File: src/rtl/weight_loader.sv
// weight_loader
// Scatters a row-major stream of weight words into the per-column weight
// FIFOs of the systolic array. Word i of a load is written to column
// i mod SYS_COLS. A load is SYS_COLS*W_ROWS words long.
//
// Ports:
//   clk         clock, all state changes on the rising edge
//   rstn        asynchronous active-low reset
//   start       one-cycle load request, honoured only in IDLE
//   abort       (only with WEIGHT_LOADER_ABORT_EN) drop the current load
//   s_valid     stream word valid
//   s_ready     stream word accepted when s_valid && s_ready
//   s_data      stream word
//   fifo_afull  per-column almost-full (<=1 free slot)
//   wr_en       per-column registered write strobe
//   wr_data     per-column registered write data, column c at [c*DWIDTH +: DWIDTH]
//   busy        high in LOAD and DONE
//   done        one-cycle pulse together with the final write
//
// Configuration macro: WEIGHT_LOADER_ABORT_EN adds the abort input.
//
// state | meaning
// ------+--------------------------------------------------------------
// IDLE  | waiting for start, stream not accepted
// LOAD  | accepting words, s_ready follows the current column's afull
// DONE  | final write and done pulse issued, returns to IDLE next cycle

module weight_loader #(
    parameter int SYS_COLS = 4,
    parameter int DWIDTH   = 8,
    parameter int W_ROWS   = 3
) (
    input  logic                       clk,
    input  logic                       rstn,
`ifdef WEIGHT_LOADER_ABORT_EN
    input  logic                       abort,
`endif
    input  logic                       start,
    input  logic                       s_valid,
    output logic                       s_ready,
    input  logic [DWIDTH-1:0]          s_data,
    input  logic [SYS_COLS-1:0]        fifo_afull,
    output logic [SYS_COLS-1:0]        wr_en,
    output logic [SYS_COLS*DWIDTH-1:0] wr_data,
    output logic                       busy,
    output logic                       done
);

    localparam int COL_W = (SYS_COLS > 1) ? $clog2(SYS_COLS) : 1;
    localparam int ROW_W = (W_ROWS > 1) ? $clog2(W_ROWS) : 1;
    localparam logic [COL_W-1:0] LAST_COL = COL_W'(SYS_COLS - 1);
    localparam logic [ROW_W-1:0] LAST_ROW = ROW_W'(W_ROWS - 1);

    typedef enum logic [1:0] {
        IDLE = 2'd0,
        LOAD = 2'd1,
        DONE = 2'd2
    } state_t;

    state_t            state;
    logic [COL_W-1:0]  col;
    logic [ROW_W-1:0]  row;
    logic              abort_i;
    logic              hs;

`ifdef WEIGHT_LOADER_ABORT_EN
    assign abort_i = abort;
`else
    assign abort_i = 1'b0;
`endif

    // Ready depends only on state, current column and its afull (plus abort),
    // never on s_valid.
    assign s_ready = (state == LOAD) && !fifo_afull[col] && !abort_i;
    assign hs      = s_valid && s_ready;
    assign busy    = (state != IDLE);

    always_ff @(posedge clk or negedge rstn) begin
        if (!rstn) begin
            state   <= IDLE;
            col     <= '0;
            row     <= '0;
            wr_en   <= '0;
            wr_data <= '0;
            done    <= 1'b0;
        end else begin
            wr_en <= '0;
            done  <= 1'b0;
            case (state)
                IDLE: begin
                    if (start) begin
                        state <= LOAD;
                        col   <= '0;
                        row   <= '0;
                    end
                end
                LOAD: begin
                    if (abort_i) begin
                        state <= IDLE;
                        col   <= '0;
                        row   <= '0;
                    end else if (hs) begin
                        wr_en[col]                     <= 1'b1;
                        wr_data[col*DWIDTH +: DWIDTH]  <= s_data;
                        if (col == LAST_COL) begin
                            col <= '0;
                            if (row == LAST_ROW) begin
                                row   <= '0;
                                state <= DONE;
                                done  <= 1'b1;
                            end else begin
                                row <= row + 1'b1;
                            end
                        end else begin
                            col <= col + 1'b1;
                        end
                    end
                end
                DONE: begin
                    state <= IDLE;
                    col   <= '0;
                    row   <= '0;
                end
                default: begin
                    state <= IDLE;
                    col   <= '0;
                    row   <= '0;
                end
            endcase
        end
    end

endmodule

File: config.mk
export PLATFORM = sky130hd
export DESIGN_NAME = weight_loader
export DESIGN_NICKNAME = d
export VERILOG_FILES = /design/src/rtl/weight_loader.sv
export SDC_FILE = /design/constraint.sdc
export NUM_CORES = 1
export LEC_CHECK = 0
export BUFFER_PORTS_ARGS = -buffer_cell sky130_fd_sc_hd__buf_2
export CAP_MARGIN = 10
export CELL_PAD_IN_SITES_DETAIL_PLACEMENT = 1
export CELL_PAD_IN_SITES_GLOBAL_PLACEMENT = 1
export CORE_ASPECT_RATIO = 1.25
export CORE_UTILIZATION = 36
export CTS_CLUSTER_SIZE = 10
export DETAILED_ROUTE_END_ITERATION = 8
export PLACE_DENSITY = 0.83
export SETUP_SLACK_MARGIN = 0.02
export SLEW_MARGIN = 0
export SYNTH_ARGS = -nofsm -noshare
export SYNTH_HDL_FRONTEND = slang
export SYNTH_SLANG_ARGS = --single-unit
File: constraint.sdc
create_clock -name clk -period 1.98 [get_ports clk]
set_input_delay 0.396 -clock clk [delete_from_list [all_inputs] [get_ports clk]]
set_output_delay 0.396 -clock clk [all_outputs]
set_load 0.1 [all_outputs]
==> impl_metrics.json, run 1 <==
{
  "setup_viol": 0,
  "rsz0062_at_grt": "true",
  "synthMuxAreaShare_pct": 15.0,
  "synth_fa_ha_area_share_pct": 3.53,
  "fin_skew_ps": 9.90,
  "cts_max_level": 2,
  "rows": 30,
  "synth_compound_area_share_pct": 7.24,
  "max_clock_freq_mhz": 525,
  "syn-cell-area_mm2": 0.00213,
  "hp-class": "input port to asynchronous set/reset pin",
  "max_slew.worst_pin.slew_ps": 497,
  "yosys.area_share.xor_xnor_pct": 0,
  "clkTransAtPathRegs_ps": 80,
  "final_antenna_net_count": 0,
  "worstSkewPairLatency_ps": 300,
  "ys_seq_elements": 43,
  "wire_per_inst_um": 14.6,
  "cts_max_path_buffers": 2,
  "synthCells": 195,
  "reg2reg_from": "col[1]",
  "r2r_slack_ps": 150,
  "cts_buffers": 5,
  "grt_overflow": 0,
  "synth_warnings": 0,
  "drt-vias-per-instance": 5.02,
  "start_util_pct": 38.3,
  "drtIter0Drc": 101,
  "num_vias": 1640,
  "grt_pass1_wl_mm": 7.85,
  "violations": "DRC",
  "pin_count": 55,
  "synth_top_family_by_area": "simple AND/OR/NAND/NOR gates",
  "gr-usage-all-layers_pct": 16.3,
  "status": "finished with violations",
  "synthSimpleGateAreaFrac_pct": 16.9,
  "die_x_um": 70.8,
  "critical_path_arrival_ps": 1510,
  "n_antenna_cell": 0,
  "synth-async-reset-ratio_pct": 100,
  "fin_crit_sh_pct": 96.2,
  "final_hold_viol_count": 0,
  "grt_pass1_vias": 1664,
  "port_buffers": 54,
  "ys.flop_type": "dfrtp_1",
  "synth_edf_count": 0,
  "fill_cells": 656,
  "critPathLaunchType": "register",
  "synthToLayoutAreaGrowth_pct": 24.1,
  "dieArea_mm2": 0.00622,
  "cp_max_fo": 6,
  "root_buffer": "clkbuf_8",
  "drive_gt1_share_pct": 36.5,
  "drv_slew": 0,
  "fp.dieH_um": 87.9,
  "cts_tree": "built",
  "grt_antenna_before_repair": 0,
  "r2r-end": "wr_data[1]",
  "worstRegToRegCells": 7,
  "hpwl_mm": 3.67,
  "yosysSeqAreaShare_pct": 50.6,
  "grt_max_degree": 44,
  "period_needed_ps": 1900,
  "crit_path_end_kind": "output pin",
  "place.gp.congestion": 0.757,
  "slew_headroom_pct": 67.1,
  "final_nets": 284,
  "drt-pass1-iter-count": 6,
  "drc": 8,
  "crit_type": "register to output pin",
  "syn_avg_cell_area_um2": 10.9,
  "syn_nets": 217,
  "synth_cell_type_count": 36,
  "cts_sinks": 43,
  "coreArea_mm2": 0.00556,
  "detail_route.wirelength_mm": 4.78,
  "max_cap_viol_count": 0,
  "worstPathRequired_ps": 1580,
  "final.setup.tns_ps": 0
}
==> critical path: stages, from the launching register on <==
cell	delay, ps
dfrtp_2	450
mux2_4	340
nor2_1	90
o21a_2	160
buf_12	170
==> per-stage QoR <==
stage / hold WS [ps] / utilization, % / setup slack, ps / instance area [um2] / cells
finish: 50.4 / 47.5 / 75.9 / 2640 / 327
global route: 71.0 / 47.5 / 18.3 / 2640 / 327
CTS: 60.5 / 47.3 / 24.5 / 2630 / 326
detailed placement: 391 / 45.7 / 127 / 2540 / 318
global placement: 391 / 45.7 / 195 / 2540 / 318
floorplan: 100 / - / 123 / 2130 / 195
==> timing repair <==
item                       CTS  global route
setup buffers                0             1
hold buffers                 0             0
resized for setup            1             2
setup endpoints to repair    1             4
==> layout make-up <==
class / instances / area [um2] / share of cell area [%]
Multi-Input combinational cell: 122 / 916 / 34.7
Clock buffer: 6 / 72.6 / 2.75
Sequential cell: 43 / 1080 / 40.8
Clock inverter: 2 / 12.5 / 0.474
Timing Repair Buffer: 67 / 395 / 15.0
Tap cell: 64 / 80.1 / 3.03
Inverter: 23 / 86.3 / 3.27
==> cell usage after synthesis (2+ instances only) <==
library cell  instances  area [um2]
a21oi_1               3        15.0
nand2b_1              6        37.5
buf_6                 3        33.8
nor2_1               12        45.0
dfrtp_1              43        1080
buf_2                 2        10.0
mux2_2                3        33.8
ha_1                  6        75.1
mux2i_1              21         210
inv_1                23        86.3
nor3b_1               4        30.0
and4b_1               3        30.0
nand2_1              26        97.6
and3_1                4        25.0
nand4_1               6        37.5
mux2_4                5        75.1
a21bo_2               6        60.1
==> cell families after synthesis <==
group                    count (synthesis)
flip-flops                              43
adder cells (fa/ha/maj)                  6
buffers and inverters                   30
AND/OR/NAND/NOR                         69
multiplexers                            29
AO/OA/AOI/OAI                           18
==> worst max path at each step <==
stage	start	end	slack [ps]
after floorplan	col[0]	wr_data[13]	120
after global placement	col[0]	wr_data[1]	200
after detailed placement	col[0]	wr_data[24]	130
after CTS	col[0]	s_ready	20
after global routing	col[0]	s_ready	20
final	col[0]	s_ready	80
==> state kept, by name, summed over array words and instances, names as in the netlist <==
signal / count
wr_data: 32
row: 2
state: 2
done: 1
wr_en: 4
col: 2
==> per-layer routing <==
layer  wire length [um]  global-route usage, %  vias up  share of wire, %
met2               2610                   31.5       40                55
met4                 65                   6.00        0               1.4
met3                205                   2.76        8               4.3
met1               1900                   17.9      812                40
met5                  0                      0        -                 0
li1                   -                      -      780                 -
==> cell usage in the layout (no fill, tap or decap), types with 2 or more instances in the layout <==
cell / instances
nand4_1: 6
nand2b_1: 6
a21bo_2: 6
and3_1: 4
nor3b_1: 4
nor2_1: 11
buf_12: 2
inv_1: 23
mux2_4: 6
and4b_1: 3
buf_2: 53
clkbuf_8: 5
dfrtp_1: 42
mux2_2: 2
mux2i_1: 21
buf_4: 12
nand2_1: 26
a21oi_1: 3
ha_1: 6
Power of run 1 is left out: the tool's default activity adds up to more than one toggle a clock period on the data nets, which glitch-free logic cannot reach.
==> inputs of run 2 (changes only) <==
- BUFFER_PORTS_ARGS: -buffer_cell sky130_fd_sc_hd__buf_2 -> default
- CORE_UTILIZATION: 36 -> 43
- DONT_BUFFER_PORTS: default -> 1
==> run 2 against run 1 <==
  * Maximum frequency shrank 1.2%
  * Highest routed layer unchanged
  * Worst hold slack gained 160 ps
  * Sequential share of layout area shrank 0.097 points
  * Die area shrank 16%
  * The run now ends clean
  * Via count shrank 4.5%
  * Critical path depth is the same
  * Design area grew 0.24%
==> impl_metrics.json, run 2 (synthesized netlist as in run 1, its figures left out) <==
{
  "die_x_um": 64.9,
  "drtIter0Drc": 44,
  "whs_endpoint": "wr_data[7]",
  "place.gp.congestion": 0.818,
  "final_nets": 265,
  "fill_cells": 548,
  "largest_registers": "wr_data (32), wr_en (4)",
  "detail_route.wirelength_mm": 5.26,
  "num_vias": 1567,
  "critPathMaxStageDelay_ps": 470,
  "max_clock_freq_mhz": 519,
  "slew_headroom_pct": 38.5,
  "grt_overflow": 0,
  "cts_tree": "built",
  "drc": 0,
  "wire_per_inst_um": 17.3,
  "r2r_slack_ps": 150,
  "fin_skew_ps": 8.68,
  "dieArea_mm2": 0.00523,
  "worstPathRequired_ps": 1580,
  "cp_slowest_cell": "dfrtp_2",
  "synthToLayoutAreaGrowth_pct": 24.4,
  "crit_type": "register to output pin",
  "grt_max_degree": 44,
  "gr-usage-all-layers_pct": 21.4,
  "cp_top_family": "flip-flops",
  "period_needed_ps": 1930,
  "min_path_cells": 2,
  "setup_viol": 0,
  "r2r-end": "wr_data[6]",
  "final_hold_viol_count": 0,
  "n_antenna_cell": 0,
  "drt-pass1-iter-count": 4,
  "critPathLaunchType": "register",
  "coreArea_mm2": 0.00473,
  "cp_max_fo": 6,
  "cts_max_level": 2,
  "seq_area_mm2": 0.00108,
  "root_buffer": "clkbuf_8",
  "crit_chain": "mux2_4, nor2_1, o21a_2, buf_12",
  "worstRegToRegCells": 7,
  "grt_antenna_before_repair": 0,
  "max_slew.worst_pin.slew_ps": 922,
  "final.setup.tns_ps": 0,
  "fp.dieH_um": 80.6,
  "hpwl_mm": 3.90,
  "cts_max_path_buffers": 2,
  "worstSkewPairLatency_ps": 310,
  "path_buf_inv": 1,
  "multi_input_area_um2": 926,
  "drv_slew": 0,
  "port_buffers": 0,
  "status": "complete, no violations",
  "rows": 28,
  "critical_path_arrival_ps": 1530,
  "largest_reg_flops": 32,
  "reg2reg_from": "col[0]",
  "cts_buffers": 5,
  "grt_pass1_wl_mm": 8.33,
  "pin_count": 55,
  "rsz0062_at_grt": "true",
  "drt-vias-per-instance": 5.15,
  "max_cap_viol_count": 0,
  "crit_path_end_kind": "output pin",
  "layout_common_cells": "buf_4 (45), dfrtp_1 (42), nand2_1 (26)",
  "worstHoldStart": "s_data[7]",
  "cts_sinks": 43,
  "grt_pass1_vias": 1654,
  "clkTransAtPathRegs_ps": 90,
  "fin_crit_sh_pct": 97.4,
  "final_antenna_net_count": 0,
  "start_util_pct": 45.0,
  "hp-class": "input port to register",
  "drive_gt1_share_pct": 32.0,
  "layout_commonest_cell": "buf_4",
  "top_register": "wr_data"
}
run 2: through the flow:
stage | utilization [%] | area, um2 | instances | hold WS (ps) | setup slack (ps)
finish | 56.0 | 2650 | 304 | 214 | 52.3
global route | 56.0 | 2650 | 304 | 215 | 6.63
CTS | 55.4 | 2620 | 303 | 211 | 20.1
detailed placement | 52.8 | 2500 | 293 | 101 | 108
global placement | 52.8 | 2500 | 293 | 101 | 207
floorplan | - | 2130 | 195 | 100 | 123
run 2: layout make-up:
| cell class | instances | area share, % |
|---|---|---|
| repair buffers | 48 | 14.7 |
| flip-flops and latches | 43 | 40.7 |
| well taps | 60 | 2.84 |
| inverters | 23 | 3.26 |
| clock inverters | 3 | 0.946 |
| clock buffers | 5 | 2.60 |
| multi-input cells | 122 | 35.0 |
run 2: worst max path at each step:
stage	startpoint	end	slack, ps	cells after the start
6_report	col[0]	s_ready	50	4
4_1_cts	col[0]	s_ready	20	4
3_5_place_dp	col[0]	wr_data[11]	110	5
3_3_place_gp	col[0]	wr_data[5]	210	5
2_1_floorplan	col[0]	wr_data[13]	120	6
5_1_grt	col[0]	s_ready	7	4
run 2: worst reg2reg max path, delay by kind of cell (launching register included):
family                     cells  cell delay (ps)
and+or+nand+nor                2              270
buffers and inverters          3              550
adders and majority gates      1              290
DFF                            1              470
muxes                          1              160
run 2: layer usage:
layer	vias to the layer above	GRT usage, %	routed length (um)
li1	742	-	-
met1	779	25.8	2160
met2	38	38.2	2830
met3	8	3.69	179
met4	0	6.67	89
met5	-	0	0
run 2: what timing repair did:
| action | 4_1_cts | 5_1_grt |
|---|---|---|
| gates resized for setup | 1 | 4 |
| endpoints found under the setup margin | 1 | 5 |
| endpoints found under the hold margin | 43 | 0 |
| buffers inserted | 0 | 1 |
| pin swaps | 0 | 1 |
| hold buffers | 2 | 0 |
Power of run 2 is left out for the same reason.
